$ cat src/rtl/perf_counter_sampler_pkg.sv
// -----------------------------------------------------------------------------
// perf_counter_sampler_pkg
// Shared types for the performance-counter sampler:
//   perf_sample_t        - one emitted sample {idx, last, data}
//   perf_sampler_state_e - sweep FSM states
// -----------------------------------------------------------------------------
package perf_counter_sampler_pkg;

    localparam int IDX_W  = 4;
    localparam int ADDR_W = 12;
    localparam int CNT_W  = 64;

    typedef struct packed {
        logic [IDX_W-1:0] idx;
        logic             last;
        logic [CNT_W-1:0] data;
    } perf_sample_t;

    typedef enum logic [1:0] {
        ST_IDLE = 2'd0,
        ST_READ = 2'd1,
        ST_PUSH = 2'd2
    } perf_sampler_state_e;

endpackage

$ cat src/rtl/perf_sample_timer.sv
// -----------------------------------------------------------------------------
// perf_sample_timer
// Interval counter producing the periodic sweep trigger.
// Ports:
//   clk_i, rst_ni   clock, asynchronous active-low reset
//   period_i        cycles between fires; 0 disables and holds the counter at 0
//   debug_mode_i    freezes the counter and suppresses fires
//   fire_o          registered one-cycle fire pulse
// -----------------------------------------------------------------------------
module perf_sample_timer #(
    parameter int PERIOD_W = 32
) (
    input  logic                clk_i,
    input  logic                rst_ni,
    input  logic [PERIOD_W-1:0] period_i,
    input  logic                debug_mode_i,
    output logic                fire_o
);

    localparam logic [PERIOD_W-1:0] ONE = PERIOD_W'(1);

    logic [PERIOD_W-1:0] r_timer;
    logic                r_fire;
    logic                w_run;
    logic                w_hit;

    assign w_run = (period_i != '0) && !debug_mode_i;
    // ">=" rather than "==" so that lowering period_i below the running
    // count still produces a fire instead of wrapping through 2^PERIOD_W.
    assign w_hit = (r_timer >= (period_i - ONE));

    always_ff @(posedge clk_i or negedge rst_ni) begin
        if (!rst_ni) begin
            r_timer <= '0;
            r_fire  <= 1'b0;
        end else begin
            r_fire <= 1'b0;
            if (period_i == '0) begin
                r_timer <= '0;
            end else if (w_run) begin
                if (w_hit) begin
                    r_timer <= '0;
                    r_fire  <= 1'b1;
                end else begin
                    r_timer <= r_timer + ONE;
                end
            end
        end
    end

    assign fire_o = r_fire;

endmodule

$ cat src/rtl/perf_counter_sampler.sv
// -----------------------------------------------------------------------------
// perf_counter_sampler
// Walks counters 0..NR_COUNTERS-1 over the SRAM-like counter port on a manual
// or periodic trigger and streams each value out as a valid/ready sample.
// Optional feature macro: PERF_SAMPLER_CLEAR_EN (clear-on-read via we_o).
// Ports:
//   clk_i, rst_ni                   clock, asynchronous active-low reset
//   debug_mode_i                    freeze timer, block new sweeps from idle
//   start_i                         one-cycle manual trigger
//   period_i                        auto-trigger interval (0 = off)
//   req_o/gnt_i                     counter port request / same-cycle grant
//   addr_o/we_o/wdata_o/rdata_i     counter port address/write/data
//   sample_valid_o/sample_ready_i   sample stream handshake
//   sample_o                        {idx, last, data}
//   busy_o                          sweep in progress
//   overrun_o                       sticky lost-trigger flag, cleared by start_i
// -----------------------------------------------------------------------------
module perf_counter_sampler
    import perf_counter_sampler_pkg::*;
#(
    parameter int          NR_COUNTERS = 14,
    parameter logic [11:0] BASE_ADDR   = 12'h000,
    parameter int          PERIOD_W    = 32
) (
    input  logic                clk_i,
    input  logic                rst_ni,
    input  logic                debug_mode_i,
    input  logic                start_i,
    input  logic [PERIOD_W-1:0] period_i,
    output logic                req_o,
    input  logic                gnt_i,
    output logic [ADDR_W-1:0]   addr_o,
    output logic                we_o,
    output logic [CNT_W-1:0]    wdata_o,
    input  logic [CNT_W-1:0]    rdata_i,
    output logic                sample_valid_o,
    input  logic                sample_ready_i,
    output perf_sample_t        sample_o,
    output logic                busy_o,
    output logic                overrun_o
);

    localparam logic [IDX_W-1:0] LAST_IDX = IDX_W'(NR_COUNTERS - 1);

    perf_sampler_state_e r_state;
    logic [IDX_W-1:0]    r_idx;
    logic                r_pending;
    logic                r_overrun;
    perf_sample_t        r_sample;

    logic w_fire;
    logic w_trigger;
    logic w_busy;
    logic w_drop;
    logic w_last_acc;

    perf_sample_timer #(
        .PERIOD_W (PERIOD_W)
    ) u_timer (
        .clk_i        (clk_i),
        .rst_ni       (rst_ni),
        .period_i     (period_i),
        .debug_mode_i (debug_mode_i),
        .fire_o       (w_fire)
    );

    // A simultaneous start_i and timer fire collapse into one trigger.
    assign w_trigger  = start_i | w_fire;
    assign w_busy     = (r_state != ST_IDLE);
    // Only one trigger can be queued behind a running sweep.
    assign w_drop     = w_trigger && w_busy && r_pending;
    assign w_last_acc = (r_state == ST_PUSH) && sample_ready_i && (r_idx == LAST_IDX);

    always_ff @(posedge clk_i or negedge rst_ni) begin
        if (!rst_ni) begin
            r_state   <= ST_IDLE;
            r_idx     <= '0;
            r_pending <= 1'b0;
            r_overrun <= 1'b0;
            r_sample  <= '0;
        end else begin
            // Set beats clear when start_i itself is the dropped trigger.
            if (w_drop) begin
                r_overrun <= 1'b1;
            end else if (start_i) begin
                r_overrun <= 1'b0;
            end

            // The end of a sweep consumes the queued trigger; otherwise a
            // trigger arriving mid-sweep is queued.
            if (w_last_acc) begin
                r_pending <= 1'b0;
            end else if (w_busy && w_trigger && !r_pending) begin
                r_pending <= 1'b1;
            end

            case (r_state)
                ST_IDLE: begin
                    if (w_trigger && !debug_mode_i) begin
                        r_idx   <= '0;
                        r_state <= ST_READ;
                    end
                end
                ST_READ: begin
                    if (gnt_i) begin
                        r_sample.idx  <= r_idx;
                        r_sample.last <= (r_idx == LAST_IDX);
                        r_sample.data <= rdata_i;
                        r_state       <= ST_PUSH;
                    end
                end
                ST_PUSH: begin
                    if (sample_ready_i) begin
                        if (r_idx != LAST_IDX) begin
                            r_idx   <= r_idx + IDX_W'(1);
                            r_state <= ST_READ;
                        end else begin
                            r_idx <= '0;
                            // A trigger landing on the final handshake
                            // restarts directly rather than being stranded
                            // as pending in IDLE.
                            if (r_pending || w_trigger) begin
                                r_state <= ST_READ;
                            end else begin
                                r_state <= ST_IDLE;
                            end
                        end
                    end
                end
                default: begin
                    r_state <= ST_IDLE;
                end
            endcase
        end
    end

    assign req_o          = (r_state == ST_READ);
    assign addr_o         = BASE_ADDR + {{(ADDR_W-IDX_W){1'b0}}, r_idx};
    assign wdata_o        = '0;
    assign sample_valid_o = (r_state == ST_PUSH);
    assign sample_o       = r_sample;
    assign busy_o         = w_busy;
    assign overrun_o      = r_overrun;

`ifdef PERF_SAMPLER_CLEAR_EN
    // Granted read doubles as a zeroing write: old value returned, counter cleared.
    assign we_o = req_o;
`else
    assign we_o = 1'b0;
`endif

endmodule
$ cat config.mk
export PLATFORM = sky130hd
export DESIGN_NAME = perf_counter_sampler
export DESIGN_NICKNAME = d
export VERILOG_FILES = /design/src/rtl/perf_counter_sampler_pkg.sv /design/src/rtl/perf_sample_timer.sv /design/src/rtl/perf_counter_sampler.sv
export SDC_FILE = /design/constraint.sdc
export NUM_CORES = 1
export LEC_CHECK = 0
export ABC_AREA = 1
export CAP_MARGIN = 30
export CORE_MARGIN = 2
export CORE_UTILIZATION = 40
export DETAILED_ROUTE_END_ITERATION = 10
export DONT_BUFFER_PORTS = 1
export PLACE_DENSITY = 0.56
export SLEW_MARGIN = 0
export SYNTH_ARGS = -nofsm -noshare
export SYNTH_HDL_FRONTEND = slang
export SYNTH_SLANG_ARGS = --single-unit
$ cat constraint.sdc
create_clock -name clk_i -period 2.4 [get_ports clk_i]
set_input_delay 0.24 -clock clk_i [delete_from_list [all_inputs] [get_ports clk_i]]
set_output_delay 0.24 -clock clk_i [all_outputs]
set_load 0.005 [all_outputs]
Word level (Yosys, flattened, before mapping)
Cells that the tools add are included.
Cells by class
  $add $sub $neg: 3
  $lt $le $gt $ge: 1
  equality and inequality tests: 7
  multiplexer cells: 20
  bitwise gates (word level): 1
  reduce and logical (&&, ||, !) cells: 21
Operator list (number)
  32-bit two-way mux: 3
  32-bit by 1-bit adder with 32-bit output, second input constant: 1
  32-bit >= comparator: 1
  32-bit zero test: 1
  32-bit nonzero test: 1
  32-bit by 1-bit subtractor with 32-bit output, second input constant: 1
  4-bit two-way mux: 3
  2-bit nonzero test: 5
  1-bit two-way mux: 9
  4-bit one-hot mux with 2 select lines: 1
  1-bit logical AND: 7
  2-bit two-way mux: 3
  2-bit one-hot mux with 3 select lines: 1
  3-bit AND reduction: 2
  4-bit by 1-bit adder with 4-bit output, second input constant: 1
  4-bit == test, second input constant: 1
  2-bit by 1-bit inequality test with 1-bit output, second input constant: 2
  4-bit inequality test, second input constant: 1
  2-bit by 1-bit == test with 1-bit output, second input constant: 1
  2-bit == test, second input constant: 1
  1-bit zero test: 2
  2-bit zero test: 1
  2-bit inequality test, second input constant: 1
  2-bit AND reduction: 1
  other kinds (2): 2
Storage, ports and cells
  register bits after elaboration: 110
  input bits: 102
  output and inout port bits: 150
  logic and storage cells: 62

Depth between registers and ports, before layout
Gate-level depths: netlist of run 1.
  word-level depth: 6
  gate-level depth with buffers: 20
  gate-level depth less buffers: 19

Hierarchy
From an unflattened synthesis of run 1, not the netlist that was laid out.
Second synthesis, totals
  cells, all modules: 1073
  area, all modules: 7743.7 um2
By module, submodules not included
  perf_sample_timer: instances 1, cells each 646, area each 4010.1 um2, sequential area each 825.8 um2
  perf_counter_sampler: instances 1, cells each 427, area each 3733.6 um2, sequential area each 1926.8 um2

Worst setup path before layout of run 1
Ideal clock, no wire load.
  path type: input to register
  from: input port period_i[0]
  to: register u_timer.r_timer[21]
  setup time: 0.118 ns
  arrival: 2.406 ns
  data required time: 2.282 ns
  setup slack: -0.123 ns
  stages: 14
  buffers on the path: 1
  path through: inv_1 -> ha_1 -> nand2_1 -> nor3_1 -> nand4_1 -> xnor2_1 -> inv_1 -> ha_1 -> nand2_1 -> nor4_1 -> nand2_1 -> clkbuf_1 -> nand3_1 -> nand2_1
On the way
  word-level cells in the longest chain between the ends: 5
  elaborated cells between the ends (all ways): 9
  those cells by class: add/sub: 1; order compare: 1; mux: 3; reduce/logical: 4
RTL lines
  start, declared: RTL line perf_counter_sampler.sv:29  | input logic [PERIOD_W-1:0] period_i,
  32-bit by 1-bit subtractor with 32-bit output: RTL line perf_sample_timer.sv:30  | assign w_hit = (r_timer >= (period_i - ONE));
  32-bit >= comparator: RTL line perf_sample_timer.sv:30
  32-bit two-way mux: RTL line perf_sample_timer.sv:41  | if (w_hit) begin
  32-bit two-way mux: RTL line perf_sample_timer.sv:40  | end else if (w_run) begin
  32-bit two-way mux: RTL line perf_sample_timer.sv:38  | if (period_i == '0) begin
  end signal, assigned: RTL line perf_sample_timer.sv:45  | r_timer <= r_timer + ONE;
  end, declared: RTL line perf_sample_timer.sv:22  | logic [PERIOD_W-1:0] r_timer;
Parallel ways exist; a longest one is shown, timed or not. The select of a mux whose other input is x is not followed.
A chain may end at the register's enable or synchronous reset.

Worst setup path after layout of run 1
  from: input port period_i[0]
  to: register u_timer.r_timer[14]
Same word-level chain as after synthesis.

==> impl_metrics.ini, run 1 <==
[pwr]
finalPower_mw = 6.520
internal_power_mw = 4.291
ir_worst_vdd_uv = 730.7
power_switching_mw = 2.229
p_leak_nw = 3.806
clkPwrFrac_pct = 22.3
seq_power_share_pct = 50.1
p_comb_share_pct = 27.6
power_density_mw_per_mm2 = 798.0
swShare_pct = 34.19

[clock_network]
cts.clk_slew.worst_paths_ns = 0.08
htreeDepth = 3
clkSinkCount = 110
cts_made_buffers = 9
cts_hold_buf = 2
cts_tree = done
cts_buffer_depth = 2
worstSkewPairLatency_ns = 0.35
cts-root-buf = clkbuf_16

[setup_path]
critPathKind = in -> reg
cp-start-kind = input pin
critPathRequiredTime_ns = 2.68
arrival_ns = 2.50
endpoint_kind = flop
cp_max_fo = 8

[global_route]
grt_start_max_net_pins = 111
grt_pass1_vias = 5354
grt_pass1_wl_um = 26130
use_met2_pct = 25.39
track_usage_pct = 16.18
gr-usage-met1_pct = 21.48
antenna_found_initial = 0
grt.overflow.total = 0
met3_usage_pct = 4.513
busiest_layer = met2

[detailed_routing]
drc_errors = 0
firstDrtPassIters = 4
avgViaCountPerCell = 4.846
drt_iter0_drc = 252
num_vias = 5733
final_antenna_net_count = 0
routedWlPerCell_um = 14.24
drt-total-wl_um = 16850

[timing]
worst_slew_pin_slew_ns = 0.5630
slew_headroom_pct = 62.33
setup_viol = 0
min_period_ns = 2.226
finClkSkew_ns = 0.01267
fin_ws_ns = 0.1742
holdWs_ns = -0.4200
finalHoldViolations = 110
period_share_pct = 92.74
slew_violations = 0
fmaxAchievable_mhz = 449.3

[die]
io_pins = 252
initial_core_util_pct = 40.98
rows = 49
die_h_um = 139.9
fp.coreArea_mm2 = 0.01802
dieArea_mm2 = 0.01957
fp.dieW_um = 139.9

[place]
hpwlAfterDp_um = 12580
placed_area_mm2 = 0.007616
gp_congestion = 0.8916
port_buffers = 0
place_ws_ns = -0.3416

[finish]
final_cell_area_mm2 = 0.008170
antenna_cells = 0
final_common_cell = nand2_1
nets = 1088
area_delta_synth_final_pct = 10.60
drive_above_1_share_pct = 17.51
mostFrequentLayoutCells = nand2_1 (239), nor2_1 (123), dfrtp_1 (110), conb_1 (73), mux2_2 (64)

[synth]
yosysTopAreaCell = dfrtp_1
yosysUniqueCellTypes = 35
avgSynthCellArea_um2 = 8.073
yosysTopAreaCellShare_pct = 37.26
synthesis.area_mm2 = 0.007387
synthCells = 915
yosysSeqAreaShare_pct = 37.26
yosys-top-cells-area = dfrtp_1 (37%), nand2_1 (13%), mux2_2 (9.8%)
ys_warn_count = 0
ys_seq_elements = 110

[hold_path]
hold_class = in -> async

[run_status]
violations = negative hold slack
status = finished, violations left

[job]
cap_violations = 0
metrics by stage:
step,setup TNS [ns],utilization (%),instances
after floorplan,0,-,987
after global placement,-11.26,42.25,1159
after detailed placement,-10.79,42.25,1159
after CTS,0,43.97,1177
after global routing,-0.002671,45.33,1183
final,0,45.33,1183
final cells by class:
cell class	count	area [um^2]
sequential	110	2753
tap	229	286.5
timing repair buffer	43	421.7
inverter	59	229.0
fill	1812	9854
multi-input combinational	726	4192
clock inverter	6	60.06
clock buffer	10	229.0
synth_stat cells:
| cell | instances |
|---|---|
| a21o_1 | 1 |
| a21oi_1 | 18 |
| a21oi_2 | 1 |
| and2_1 | 2 |
| buf_2 | 14 |
| buf_4 | 73 |
| buf_6 | 2 |
| clkbuf_1 | 3 |
| conb_1 | 1 |
| dfrtp_1 | 110 |
| ha_1 | 37 |
| inv_1 | 59 |
| mux2_2 | 64 |
| nand2_1 | 246 |
| nand2_2 | 4 |
| nand3_1 | 50 |
| nand3_2 | 1 |
| nand3b_1 | 1 |
| nand4_1 | 7 |
| nand4_2 | 1 |
| nor2_1 | 130 |
| nor2_2 | 7 |
| nor2_4 | 5 |
| nor3_1 | 8 |
| nor4_1 | 6 |
| o21a_1 | 2 |
| o21ai_0 | 10 |
| o21ai_4 | 1 |
| o21bai_1 | 1 |
| o22a_1 | 1 |
| o22ai_1 | 3 |
| o41ai_1 | 1 |
| or2_2 | 1 |
| xnor2_1 | 25 |
| xor2_1 | 19 |
worst max-delay path, cell delays in order:
cell	delay, ns
clkinvlp_4	0.09
ha_4	0.16
nand2_4	0.09
nor2_4	0.10
nand2_2	0.09
nor4_4	0.30
xnor2_1	0.16
ha_1	0.25
nand2_1	0.09
nor2_1	0.07
nor3_2	0.10
nand2_1	0.11
a21oi_4	0.29
clkbuf_16	0.23
nand3_1	0.07
nand2_1	0.06
path summary, 6_finish.rpt:
check                                    start                  end  slack, ns  cells past startpoint
hold / removal                          rst_ni         sample_o[13]      -0.42                      0
setup reg to reg           u_timer.r_timer[23]  u_timer.r_timer[14]       0.46                     10
max in group asynchronous               rst_ni  u_timer.r_timer[17]       2.61                      0
min in group clk_i                 rdata_i[15]         sample_o[15]       0.04                      1
hold reg to reg                   sample_o[68]         sample_o[68]       0.52                      2
setup / recovery                   period_i[0]  u_timer.r_timer[14]       0.17                     16
repair_timing:
| item | 4_1_cts | 5_1_grt |
|---|---|---|
| gates resized for setup | 0 | 31 |
| setup buffers | 0 | 3 |
| endpoints found under the setup margin | 0 | 33 |
| hold endpoints to repair | 112 | 110 |
sequential cells by signal (all words and copies together), names as in the netlist:
register	flops
r_idx	4
u_timer.fire_o	1
r_pending	1
overrun_o	1
r_state	2
u_timer.r_timer	32
sample_o	69
routing by layer:
layer	part of all wire, %	vias up
li1	-	2860
met1	44	2604
met2	45	249
met3	8.5	20
met4	2.1	0
met5	0	-
cell families (layout without fill, tap and decap cells):
kind of cell | Yosys count | after routing | share of synthesized area, %
buffers and inverters | 151 | 118 | 11.82
adders and majority gates | 37 | 37 | 6.267
AOI/OAI and AO/OA | 39 | 39 | 3.134
muxes | 64 | 64 | 9.756
other | 1 | 73 | 0.05076
and+or+nand+nor | 469 | 469 | 26.49
xor gates and xnor gates | 44 | 44 | 5.217
DFF | 110 | 110 | 37.26
power groups by stage:
stage	sequential (mW)	clock [mW]	combinational (mW)
4_1_cts	3.28	1.49	1.76
3_3_place_gp	3.30	0	1.70
6_report	3.27	1.45	1.80
3_5_place_dp	3.32	0	1.75
2_1_floorplan	3.09	0	1.57
5_1_grt	3.38	1.56	2.06
No activity file was read; power rests on OpenSTA's default activity.
==> run 2, diff against run 1 <==
--- a/config.mk
+++ b/config.mk
@@ -13,2 +13,3 @@
 export DONT_BUFFER_PORTS = 1
+export GPL_TIMING_DRIVEN = 0
 export PLACE_DENSITY = 0.56
==> constraint.sdc (replaced) <==
create_clock -name clk_i -period 2.4 [get_ports clk_i]
set_input_delay 0.48 -clock clk_i [delete_from_list [all_inputs] [get_ports clk_i]]
set_output_delay 0.48 -clock clk_i [all_outputs]
set_load 0.005 [all_outputs]
==> run 2 against run 1 <==
  * The flow finishes with violations (negative hold slack, negative setup slack)
  * Register-to-register slack about the same
  * Worst setup slack got worse by 0.25 ns
  * Critical endpoint is now u_timer.r_timer[21]
  * Sequential power about the same
  * Total power increased by 3.5%
==> impl_metrics.ini, run 2 (same netlist as run 1, synthesis figures left out) <==
[global_route]
grt_pass1_wl_um = 27580
gr-usage-met1_pct = 22.67
antenna_found_initial = 0
met3_usage_pct = 3.453
grt.overflow.total = 0
use_met2_pct = 28.52
grt_start_max_net_pins = 111
busiest_layer = met2
track_usage_pct = 17.21
grt_pass1_vias = 5649

[die]
die_h_um = 139.9
io_pins = 252
dieArea_mm2 = 0.01957
rows = 49
initial_core_util_pct = 40.98
fp.coreArea_mm2 = 0.01802
fp.dieW_um = 139.9

[pwr]
power_density_mw_per_mm2 = 749.1
p_leak_nw = 4.252
ir_worst_vdd_uv = 695.3
finalPower_mw = 6.748

[detailed_routing]
num_vias = 5886
drt_iter0_drc = 229
drc_errors = 0
routedWlPerCell_um = 13.86
avgViaCountPerCell = 4.683
drt-total-wl_um = 17430
firstDrtPassIters = 5
final_antenna_net_count = 0

[timing]
slew_violations = 0
rsz0062_at_grt = true
setup_viol = 32
fmaxAchievable_mhz = 403.5
holdWs_ns = -0.1669
finalHoldViolations = 110
period_share_pct = 103.3
finClkSkew_ns = 0.006688
min_period_ns = 2.478
fin_ws_ns = -0.07802

[setup_path]
crit_path_end = u_timer.r_timer[21]
critPathKind = in -> reg
cp-start-kind = input pin
worstPathCellList = clkinvlp_4 > ha_4 > nand2_8 > nor3_2 > nand2_1 > nor3_2 > xnor2_1 > ha_1 > nand2_1 > nor2_2 > nand2_2 > nor4_4 > nand2_2 > clkbuf_8 > nand3_2 > nand2_1
critPathRequiredTime_ns = 2.63
arrival_ns = 2.71
r2r_slack_ns = 0.46
r2r_cells = 9
crit_slowest_cell = ha_1
cp_max_fo = 5
r2r-start = u_timer.r_timer[27]
critPathMaxStageDelay_ns = 0.27
r2r-end = u_timer.r_timer[21]
crit_top_cell = nand2_1
crit_path_start = period_i[1]
endpoint_kind = flop

[place]
hpwlAfterDp_um = 13430
place_ws_ns = -0.6713
port_buffers = 0
placed_area_mm2 = 0.008069
gp_congestion = 0.8950

[clock_network]
cts_buffer_depth = 2
worstSkewPairLatency_ns = 0.34
clkSinkCount = 110
cts_made_buffers = 9
htreeDepth = 3
cts-root-buf = clkbuf_16
cts.clk_slew.worst_paths_ns = 0.07
cts_tree = done

[finish]
drive_above_1_share_pct = 28.02
antenna_cells = 0
nets = 1163
final_common_cell = nand2_1
n_fill_cell = 1747
final_core_util_pct = 49.97
largest_reg_flops = 69
final_cell_area_mm2 = 0.009007
mostFrequentLayoutCells = nand2_1 (236), nor2_1 (119), dfrtp_1 (110), buf_4 (90), conb_1 (73)
area_delta_synth_final_pct = 21.93

[run_status]
status = finished, violations left
violations = negative hold slack, negative setup slack

[job]
cap_violations = 0

[hold_path]
hold_class = in -> async
==> run 2: changes by cell type in the layout (fill, tap and decap cells not counted), sizes merged <==
cell,change
dlygate4sd3,-2
clkinvlp,+1
bufinv,+1
inv,-2
nand2,+1
buf,+76
clkbuf,-1
==> run 2: cell type report <==
cell class                 instances  area (um^2)  share of cell area [%]
multi-input combinational        727         4466                   49.58
sequential                       110         2753                   30.56
buffer                            92        710.7                   7.890
tap                              229        286.5                   3.181
timing repair buffer              25        255.2                   2.834
inverter                          59        229.0                   2.542
clock buffer                       9        225.2                   2.500
clock inverter                     6        82.58                  0.9168
==> run 2: worst min path at each step <==
stage	to	depth (start not counted)
global route	sample_o[60]	0
detailed placement	sample_o[60]	0
floorplan	overrun_o	0
CTS	sample_o[60]	0
global placement	sample_o[60]	0
finish	sample_o[60]	0
==> run 2: metal layers <==
layer | share of wire [%] | wire (um)
met1 | 44 | 7593
met2 | 47 | 8165
met3 | 7.5 | 1301
met4 | 2.1 | 365
met5 | 0 | 0
==> run 2: critical path: cells and delay by family <==
family                   cells  cell delay, ns
buffers and inverters        2            0.29
AND/OR/NAND/NOR             11            1.36
XOR/XNOR                     1            0.10
adder cells (fa/ha/maj)      2            0.45
==> run 2: repair_timing <==
| action | in CTS | in global routing |
|---|---|---|
| setup buffers | 12 | 9 |
| resized for setup | 37 | 51 |
| setup endpoints to repair | 33 | 33 |
| pin swaps | 13 | 34 |
| gates cloned | 3 | 2 |
| endpoints found under the hold margin | 110 | 110 |
==> run 2: stage by stage <==
| step | setup TNS, ns | std cells |
|---|---|---|
| 4_1_cts | -3.677 | 1246 |
| 6_report | -1.747 | 1257 |
| 3_5_place_dp | -20.43 | 1216 |
| 2_1_floorplan | -4.625 | 987 |
| 3_3_place_gp | -18.68 | 1216 |
| 5_1_grt | -5.515 | 1257 |
==> run 2: power by group <==
| part | leakage (nW) | total, mW | switching, mW | internal, mW |
|---|---|---|---|---|
| clock | 0.147 | 1.52 | 0.691 | 0.826 |
| combinational | 2.74 | 1.96 | 0.891 | 1.07 |
| sequential | 1.36 | 3.27 | 0.682 | 2.58 |
| total | 4.25 | 6.75 | 2.26 | 4.48 |
